[config.mk]
export PLATFORM = sky130hd
export DESIGN_NAME = aer_event_encoder
export DESIGN_NICKNAME = d
export VERILOG_FILES = /design/src/rtl/arbiter_pkg.sv /design/src/rtl/evt_fifo.sv /design/src/rtl/aer_event_encoder.sv
export SDC_FILE = /design/constraint.sdc
export NUM_CORES = 1
export LEC_CHECK = 0
export CORE_MARGIN = 2
export CORE_UTILIZATION = 64
export DETAILED_ROUTE_END_ITERATION = 7
export PLACE_DENSITY = 0.84
export SLEW_MARGIN = 20
export SYNTH_ARGS = -nofsm -noshare
export SYNTH_HDL_FRONTEND = slang
export SYNTH_SLANG_ARGS = --single-unit
[constraint.sdc]
create_clock -name clk_i -period 8.4 [get_ports clk_i]
set_clock_uncertainty 0.15 [all_clocks]
set_input_delay 1.26 -clock clk_i [delete_from_list [all_inputs] [get_ports clk_i]]
set_output_delay 1.26 -clock clk_i [all_outputs]
set_load 0.05 [all_outputs]
[src/rtl/arbiter_pkg.sv]
// ============================================================================
// Module  : arbiter_pkg
// Purpose : Shared types and widths for the AER arbiter / event readout path.
//           evt_pkt_t matches the aer_event_encoder pkt_data_o layout
//           {ts, pol, row, col} (ts in the MSBs) for the default widths.
// Revision: 1.0  initial release
// ============================================================================
`default_nettype none

package arbiter_pkg;

  localparam int EVT_TS_WIDTH  = 16;
  localparam int EVT_ROW_WIDTH = 5;
  localparam int EVT_COL_WIDTH = 5;

  typedef struct packed {
    logic [EVT_TS_WIDTH-1:0]  ts;
    logic                     pol;
    logic [EVT_ROW_WIDTH-1:0] row;
    logic [EVT_COL_WIDTH-1:0] col;
  } evt_pkt_t;

  localparam int EVT_PKT_WIDTH = $bits(evt_pkt_t);

endpackage

`default_nettype wire

[src/rtl/evt_fifo.sv]
// ============================================================================
// Module  : evt_fifo
// Purpose : Parameterised synchronous FIFO with registered full/valid flags
//           and simultaneous push/pop (including when full).
// Ports   : clk, rst_n      - clock, asynchronous active-low reset
//           push, push_data - write request / payload (ignored when full
//                             unless a pop happens in the same cycle)
//           pop             - read request (ignored when empty)
//           pop_data        - head entry, forced to 0 while empty
//           valid           - FIFO holds at least one entry
//           full            - FIFO holds DEPTH entries
// Revision: 1.0  initial release
// ============================================================================
`default_nettype none

module evt_fifo
  import arbiter_pkg::*;
#(
  parameter int WIDTH = EVT_PKT_WIDTH,
  parameter int DEPTH = 8
) (
  input  logic             clk,
  input  logic             rst_n,
  input  logic             push,
  input  logic [WIDTH-1:0] push_data,
  input  logic             pop,
  output logic [WIDTH-1:0] pop_data,
  output logic             valid,
  output logic             full
);

  localparam int PTR_W = $clog2(DEPTH);
  localparam int CNT_W = PTR_W + 1;

  logic [WIDTH-1:0] mem [DEPTH];
  logic [PTR_W-1:0] wr_ptr;
  logic [PTR_W-1:0] rd_ptr;
  logic [CNT_W-1:0] count;
  logic [CNT_W-1:0] count_next;
  logic             wr_en;
  logic             rd_en;

  // A pop in the same cycle frees the slot being written, so a full FIFO
  // can still accept a push.
  assign rd_en = pop & valid;
  assign wr_en = push & (~full | rd_en);

  always_comb begin
    count_next = count;
    case ({wr_en, rd_en})
      2'b10:   count_next = count + CNT_W'(1);
      2'b01:   count_next = count - CNT_W'(1);
      default: count_next = count;
    endcase
  end

  always_ff @(posedge clk or negedge rst_n) begin
    if (!rst_n) begin
      wr_ptr <= '0;
      rd_ptr <= '0;
      count  <= '0;
      full   <= 1'b0;
      valid  <= 1'b0;
    end else begin
      if (wr_en) wr_ptr <= wr_ptr + PTR_W'(1);
      if (rd_en) rd_ptr <= rd_ptr + PTR_W'(1);
      count <= count_next;
      full  <= (count_next == CNT_W'(DEPTH));
      valid <= (count_next != '0);
    end
  end

  // Storage needs no reset: the read port is masked until an entry exists.
  always_ff @(posedge clk) begin
    if (wr_en) mem[wr_ptr] <= push_data;
  end

  assign pop_data = valid ? mem[rd_ptr] : '0;

endmodule

`default_nettype wire

[src/rtl/aer_event_encoder.sv]
// ============================================================================
// Module  : aer_event_encoder
// Purpose : Latches arbiter grants (row, col, polarity), stamps them with a
//           free-running timestamp and queues {ts, pol, row, col} packets in
//           evt_fifo for a valid/ready readout. Events that arrive while the
//           buffer is full (and nothing drains) are dropped.
// Ports   : clk_i, reset_i        - clock, asynchronous active-low reset
//           evt_valid_i           - arbiter grant valid
//           row_addr_i/col_addr_i - granted pixel address
//           pol_i                 - event polarity (1 = ON)
//           pkt_valid_o/pkt_data_o/pkt_ready_i - readout handshake
//           fifo_full_o           - buffer full (registered)
//           drop_cnt_o            - saturating dropped-event count
// Config  : AER_DROP_CNT_EN - when defined, builds the 16-bit saturating
//           drop counter; otherwise drop_cnt_o is tied to 0.
// Revision: 1.0  initial release
// ============================================================================
`default_nettype none

module aer_event_encoder
  import arbiter_pkg::*;
#(
  parameter int ROW_ADDR_WIDTH = EVT_ROW_WIDTH,
  parameter int COL_ADDR_WIDTH = EVT_COL_WIDTH,
  parameter int TS_WIDTH       = EVT_TS_WIDTH,
  parameter int FIFO_DEPTH     = 8
) (
  input  logic                                             clk_i,
  input  logic                                             reset_i,
  input  logic                                             evt_valid_i,
  input  logic [ROW_ADDR_WIDTH-1:0]                        row_addr_i,
  input  logic [COL_ADDR_WIDTH-1:0]                        col_addr_i,
  input  logic                                             pol_i,
  output logic                                             pkt_valid_o,
  output logic [TS_WIDTH+1+ROW_ADDR_WIDTH+COL_ADDR_WIDTH-1:0] pkt_data_o,
  input  logic                                             pkt_ready_i,
  output logic                                             fifo_full_o,
  output logic [15:0]                                      drop_cnt_o
);

  localparam int PKT_WIDTH = TS_WIDTH + 1 + ROW_ADDR_WIDTH + COL_ADDR_WIDTH;

  logic [TS_WIDTH-1:0]  ts;
  logic                 pop;
  logic                 push;
  logic [PKT_WIDTH-1:0] pkt_in;

  // Free-running timestamp; wraps silently.
  always_ff @(posedge clk_i or negedge reset_i) begin
    if (!reset_i) ts <= '0;
    else          ts <= ts + TS_WIDTH'(1);
  end

  assign pop    = pkt_valid_o & pkt_ready_i;
  assign push   = evt_valid_i & (~fifo_full_o | pop);
  assign pkt_in = {ts, pol_i, row_addr_i, col_addr_i};

  evt_fifo #(
    .WIDTH (PKT_WIDTH),
    .DEPTH (FIFO_DEPTH)
  ) u_evt_fifo (
    .clk       (clk_i),
    .rst_n     (reset_i),
    .push      (push),
    .push_data (pkt_in),
    .pop       (pop),
    .pop_data  (pkt_data_o),
    .valid     (pkt_valid_o),
    .full      (fifo_full_o)
  );

`ifdef AER_DROP_CNT_EN
  logic        drop;
  logic [15:0] drop_cnt;

  // Pixel requests cannot be stalled, so a full buffer with no drain loses
  // the event; count it, holding at all-ones.
  assign drop = evt_valid_i & fifo_full_o & ~pop;

  always_ff @(posedge clk_i or negedge reset_i) begin
    if (!reset_i) begin
      drop_cnt <= '0;
    end else if (drop && (drop_cnt != 16'hFFFF)) begin
      drop_cnt <= drop_cnt + 16'd1;
    end
  end

  assign drop_cnt_o = drop_cnt;
`else
  assign drop_cnt_o = 16'd0;
`endif

endmodule

`default_nettype wire
==> results of run 1 <==
[where the power goes]
group	total [uW]	switching, uW	internal (uW)
Clock	1030	428	606
Combinational	1670	1010	658
Sequential	1600	100	1490
[worst min path at each step]
stage / start / to / slack, ns / depth (start not counted)
6_report: u_evt_fifo.wr_ptr[0] / u_evt_fifo.wr_ptr[0] / 0.39 / 2
5_1_grt: u_evt_fifo.wr_ptr[0] / u_evt_fifo.wr_ptr[0] / 0.44 / 2
4_1_cts: u_evt_fifo.wr_ptr[0] / u_evt_fifo.wr_ptr[0] / 0.38 / 2
3_5_place_dp: u_evt_fifo.wr_ptr[0] / u_evt_fifo.wr_ptr[0] / 0.37 / 2
3_3_place_gp: u_evt_fifo.wr_ptr[0] / u_evt_fifo.wr_ptr[0] / 0.35 / 2
2_1_floorplan: u_evt_fifo.wr_ptr[0] / u_evt_fifo.wr_ptr[0] / 0.34 / 2
[placed cells by master, fill, tap and decap left out, types with 8 or more instances in the layout]
cell / instances
edfxtp_1: 216
clkdlybuf4s50_1: 43
mux4_1: 42
nor2b_1: 28
mux2i_1: 27
dfrtp_1: 26
clkbuf_16: 25
nand2_1: 16
conb_1: 16
xnor2_1: 13
mux4_2: 12
buf_4: 12
nand3_1: 8
xor2_1: 8
[layout make-up]
class                      instances  area, um^2  share of cell area
multi-input combinational        213        2510               0.223
clock inverter                    16         140              0.0125
tap                              188         235              0.0209
sequential                       244        7190               0.639
clock buffer                      28         637              0.0566
inverter                           4        15.0             0.00133
timing repair buffer              55         520              0.0463
[logic make-up (layout without fill, tap and decap cells)]
| logic type | count (synthesis) | after routing | share of synthesized area |
|---|---|---|---|
| flip-flops | 244 | 244 | 0.726 |
| other | 1 | 16 | 0.000379 |
| AO/OA/AOI/OAI | 7 | 7 | 0.00544 |
| XOR/XNOR | 22 | 22 | 0.0209 |
| AND/OR/NAND/NOR | 79 | 79 | 0.0429 |
| adder cells (fa/ha/maj) | 6 | 6 | 0.00759 |
| multiplexers | 83 | 83 | 0.168 |
| buffers and inverters | 40 | 103 | 0.0282 |
[layer usage]
metal,track usage,up-vias
met2,0.393,141
met3,0.0358,26
met4,0.0666,0
li1,-,2032
met1,0.291,2356
met5,0,-
[tightest hold or removal path, cell delays in order (launching register included)]
cell and delay (ns):
dfrtp_1 0.39, nand2_1 0.06, nand2_1 0.06
[sequential cells by signal, indices dropped and copies added (netlist names)]
| name | count |
|---|---|
| ts | 16 |
| u_evt_fifo.rd_ptr | 3 |
| u_evt_fifo.count | 4 |
| u_evt_fifo.wr_ptr | 3 |
| u_evt_fifo.full | 1 |
| u_evt_fifo.valid | 1 |
| u_evt_fifo.mem | 216 |
[through the flow]
step                      setup WS (ns)  total power, uW
after global routing               3.34             4480
after detailed placement           4.02             3300
after global placement             4.03             3260
after CTS                          3.45             4340
after floorplan                    4.20             2840
final                              3.53             4300
==> results by group, run 1 <==
Run status
  – Status: completed

Global routing
  – Initial antenna violation count: 0
  – Gr ovfl total: 0
  – Largest net degree at the start of global routing: 57
  – Number of global-route vias before repair: 4,830
  – Gr usage total: 0.223
  – Wire length of the first global-routing pass: 27,000 um

Layout
  – Fin cells: 748
  – Fin util: 0.743
  – Fillcell total: 859
  – Final #Nets: 563
  – Area Growth Syn to Fin: 13.7%
  – ANT cells: 0
  – Layout cells sized above 1: 0.138
  – Design area: 11,200 um^2

Clock network
  – CTS H-tree lvls: 1
  – Post-CTS Hold Fix Bufs: 0
  – Longest Clk Path Bufs: 3
  – TritonCTS Sinks: 244
  – CTS root buf: clkbuf_16
  – Post-cts resize count: 0
  – CTS tree: yes
  – Clock latency on the worst-skew pair: 0.51 ns
  – Inserted Clock Buffers: 24
  – Clock slew at reported path FFs: 0.06 ns
  – Number of post-CTS setup repair buffers: 0

Logic synthesis
  – Synth Cell Area: 9900 um^2
  – Most used DFF post-synth: edfxtp_1
  – Area contributors post-synth: edfxtp_1 (66%), mux4_1 (11%), dfrtp_1 (7.1%)
  – Post-synthesis average cell area: 20.5 um^2
  – Commonest cells post-synth: edfxtp_1 (216), mux4_1 (42), dfrtp_1 (28), nor2b_1 (28), mux2i_1 (27)
  – Top-count cell post-synth: edfxtp_1
  – Largest area contributor in the netlist: edfxtp_1
  – Asr flop ratio synth: 0.115
  – Sequential fraction of the synthesis area: 0.726
  – Synth Register Bits: 244
  – Syn Inst Count: 482
  – Yosys cell types: 35
  – Number of synthesized flops with an enable pin: 216
  – Top cell type's share of synthesized area: 0.655
  – Yosys warning count: 0

Timing
  – WHS: 0.386 ns
  – Relative slew margins: 0.339
  – Period utilisation layout: 0.579
  – Max Clk Rate: 206 MHz
  – Final TNS setup: 0 ns
  – Setup violations, final: 0
  – Worst slew pin tran: 0.990 ns
  – Slew Limit Fails: 0
  – Unrepaired setup endpoints after global routing: no
  – Final Hold Fails: 0
  – Fin crit period: 4.87 ns

Routing
  – WL met2: 9070 um
  – WL met1: 7050 um
  – DR vias/cell: 6.09
  – Highest routed layer: met4
  – Drt pass-1 iters: 6
  – Drt initial violations: 348
  – DR WL met3: 875 um
  – Final wirelength: 17,300 um
  – Routed Antenna Nets: 0
  – Routed via count: 4,555
  – # DRC: 0
  – Routed len/inst: 23.1 um

Floorplanning
  – Die area: 16,500 um^2
  – Die Wd: 128 um
  – I/O Pins: 60
  – Initial Utilization: 0.653
  – Die height: 128 um
  – Site Rows: 45
  – Placeable Area: 15,100 um^2

Placement
  – IO Port Bufs: 43
  – Dpl cells: 704
  – Post-DP Area: 10,500 um^2
  – RePlAce Congestion: 0.742
  – Hpwl dp: 9450 um

Power
  – VDD IR max: 0.000342 V
  – LEAKAGE: 0.00405 uW
  – Pwr dens: 382 nW/um^2

Critical path
  – Worst r2r path cells: 5
  – Startpoint Class: register
  – Critical Path RT: 6.99 ns
  – Worst Path Class, Setup: register to output port
  – Critical Path End: pkt_data_o[3]
  – Worst Path Buf+Inv: 2
  – Crit-path max FO: 44
  – Levels on crit path: 5
  – Crit path capture type: output port
  – Worst reg-to-reg setup slack: 4.90 ns
  – Worst Setup SP: u_evt_fifo.rd_ptr[0]
  – Crit path DAT: 3.46 ns
  – Biggest cell delay along the critical path: 0.70 ns
  – Reg-to-reg critical path startpoint: u_evt_fifo.valid
  – Top delay family on crit path: buffers and inverters
  – Reg2reg end: u_evt_fifo.mem[5][18]
  – Critical Path Slowest Stage Cell: clkdlybuf4s50_1
  – CP Cell Sequence: buf_4 -> mux4_1 -> mux2i_1 -> nor2b_1 -> clkdlybuf4s50_1

Flow run
  – Max cap viols: 0

Worst hold path
  – Hold Crit Class: register to register
No activity file was read; power rests on OpenSTA's default activity.
==> inputs of run 2 (changes only) <==
CORE_UTILIZATION = 53   (was 64)
PLACE_DENSITY = 0.74   (was 0.84)
clock period = 4.4 ns   (was 8.4 ns; I/O delays follow)
==> run 2 against run 1 <==
Effect of this change:
- core utilization shrank 12 points
- highest routed layer unchanged
- first-iteration DRC count fell by 15%
- global-route usage decreased by 4.1 points
- cell count increased by 7.0%
- critical path depth did not move
==> results by group, run 2 (synthesis results as in run 1) <==
Timing
  – Final TNS setup: 0 ns (unchanged)
  – Relative slew margins: 0.337 (was 0.339)
  – Slew Limit Fails: 0 (unchanged)
  – WHS: 0.365 ns (was 0.386 ns)
  – Fin crit period: 3.95 ns
  – Worst slew pin tran: 0.994 ns (was 0.990 ns)
  – Setup violations, final: 0 (unchanged)
  – Period utilisation layout: 0.899
  – Max Clk Rate: 253 MHz
  – Unrepaired setup endpoints after global routing: no (unchanged)
  – Final Hold Fails: 0 (unchanged)

Layout
  – Most flops, register: u_evt_fifo.mem (unchanged)
  – Final #Nets: 573 (was 563)
  – Regs by FF count: u_evt_fifo.mem (216), ts (16), u_evt_fifo.count (4) (unchanged)
  – Area Growth Syn to Fin: 15.1% (was 13.7%)
  – Fin cells: 800 (was 748)
  – ANT cells: 0 (unchanged)
  – Layout cells sized above 1: 0.142 (was 0.138)
  – Max reg flops: 216 (unchanged)
  – Commonest non-fill, non-tap cell in the layout: edfxtp_1 (unchanged)
  – Fillcell total: 1,231 (was 859)
  – Most frequent cells in the layout: edfxtp_1 (216), clkdlybuf4s50_1 (43), mux4_1 (42) (unchanged)

Clock network
  – Inserted Clock Buffers: 25 (was 24)
  – CTS root buf: clkbuf_16 (unchanged)
  – Longest Clk Path Bufs: 3 (unchanged)
  – Clock latency on the worst-skew pair: 0.52 ns (was 0.51 ns)
  – Post-cts resize count: 0 (unchanged)
  – TritonCTS Sinks: 244 (unchanged)
  – Clock slew at reported path FFs: 0.06 ns (about the same)
  – Post-CTS Hold Fix Bufs: 0 (unchanged)
  – CTS H-tree lvls: 1 (unchanged)
  – Number of post-CTS setup repair buffers: 0 (unchanged)
  – CTS tree: yes (unchanged)

Critical path
  – Biggest cell delay along the critical path: 1.00 ns (was 0.70 ns)
  – Levels on crit path: 5 (unchanged)
  – Crit-path max FO: 43 (was 44)
  – Worst Setup SP: u_evt_fifo.rd_ptr[1] (was u_evt_fifo.rd_ptr[0])
  – Worst Path Class, Setup: register to output port (unchanged)
  – Worst Path Buf+Inv: 2 (unchanged)
  – Critical Path Slowest Stage Cell: dfrtp_2 (was clkdlybuf4s50_1)
  – Reg-to-reg critical path startpoint: u_evt_fifo.valid (unchanged)
  – CP Cell Sequence: buf_4 -> mux4_1 -> mux2i_1 -> nor2b_1 -> clkdlybuf4s50_1 (unchanged)
  – Top delay family on crit path: buffers and inverters (unchanged)
  – Critical Path RT: 3.59 ns (was 6.99 ns)
  – Crit path capture type: output port (unchanged)
  – Startpoint Class: register (unchanged)
  – Crit path DAT: 3.14 ns (was 3.46 ns)
  – Worst r2r path cells: 10 (was 5)

Worst hold path
  – Hold Crit Class: input port to asynchronous set/reset pin (was register to register)

Global routing
  – Initial antenna violation count: 0 (unchanged)
  – Gr ovfl total: 0 (unchanged)
  – Wire length of the first global-routing pass: 27,200 um (was 27,000 um)
  – Number of global-route vias before repair: 4,754 (was 4,830)
  – Gr usage total: 0.182 (was 0.223)
  – Largest net degree at the start of global routing: 44 (was 57)

Floorplanning
  – Die height: 141 um (was 128 um)
  – I/O Pins: 60 (unchanged)
  – Die Wd: 141 um (was 128 um)
  – Die area: 19,800 um^2 (was 16,500 um^2)
  – Site Rows: 49 (was 45)
  – Placeable Area: 18,100 um^2 (was 15,100 um^2)
  – Initial Utilization: 0.545 (was 0.653)

Power
  – Final Power: 8240 uW (was 4300 uW)
  – Pwr dens: 723 nW/um^2 (was 382 nW/um^2)
  – VDD IR max: 0.000385 V (was 0.000342 V)
  – LEAKAGE: 0.00410 uW (was 0.00405 uW)

Placement
  – IO Port Bufs: 43 (unchanged)
  – RePlAce Congestion: 0.745 (was 0.742)
  – Hpwl dp: 10,300 um (was 9450 um)
  – Dpl cells: 754 (was 704)

Routing
  – # DRC: 0 (unchanged)
  – Routed len/inst: 22.0 um (was 23.1 um)
  – Routed Antenna Nets: 0 (unchanged)
  – Drt initial violations: 297 (was 348)
  – Drt pass-1 iters: 4 (was 6)
  – Final wirelength: 17,600 um (was 17,300 um)
  – Routed via count: 4,540 (was 4,555)
  – DR vias/cell: 5.68 (was 6.09)

Run status
  – Status: completed (unchanged)

Flow run
  – Max cap viols: 0 (unchanged)
-- run 2: report_power, final --
group	internal [uW]	total, uW	switching [uW]
clock network	1110	1930	817
registers	2850	3120	270
logic	1320	3190	1870
total	5280	8240	2960
-- run 2: final timing paths --
path,endpoint,slack (ns)
max in group asynchronous,u_evt_fifo.rd_ptr[1],3.41
max reg2reg,u_evt_fifo.full,1.16
min in group clk_i,u_evt_fifo.count[2],0.42
max,pkt_data_o[8],0.45
min reg2reg,u_evt_fifo.count[2],0.42
min,ts[8],0.37
-- run 2: worst reg2reg max path, cell delays in order, from the launching register on --
cell	delay [ns]
dfrtp_1	0.77
nand2_1	0.28
a21boi_2	0.31
inv_1	0.14
ha_1	0.29
xor2_1	0.19
ha_1	0.19
a21oi_1	0.21
xnor3_1	0.26
o21ai_1	0.20
a21boi_2	0.18
-- run 2: cell type report --
cell class,count,area (um^2),area share
multi-input cells,213,2510,0.220
repair buffers,64,638,0.0560
clock inverters,11,86.3,0.00758
inverters,4,15.0,0.00132
well taps,229,287,0.0252
clock buffers,35,663,0.0582
flip-flops and latches,244,7190,0.631
-- run 2: through the flow --
stage | utilization | area [um^2] | worst slack [ns]
2_1_floorplan | - | 9950 | 0.578
3_3_place_gp | 0.586 | 10600 | 0.977
3_5_place_dp | 0.586 | 10600 | 0.938
4_1_cts | 0.628 | 11400 | 0.397
5_1_grt | 0.628 | 11400 | 0.286
6_report | 0.628 | 11400 | 0.446
-- run 2: routing by layer --
| metal | vias to the layer above | wire length [um] | GRT usage |
|---|---|---|---|
| met2 | 113 | 8880 | 0.316 |
| met4 | 0 | 406 | 0.0479 |
| met5 | - | 0 | 0 |
| li1 | 2054 | - | - |
| met1 | 2337 | 7550 | 0.243 |
| met3 | 36 | 739 | 0.0326 |
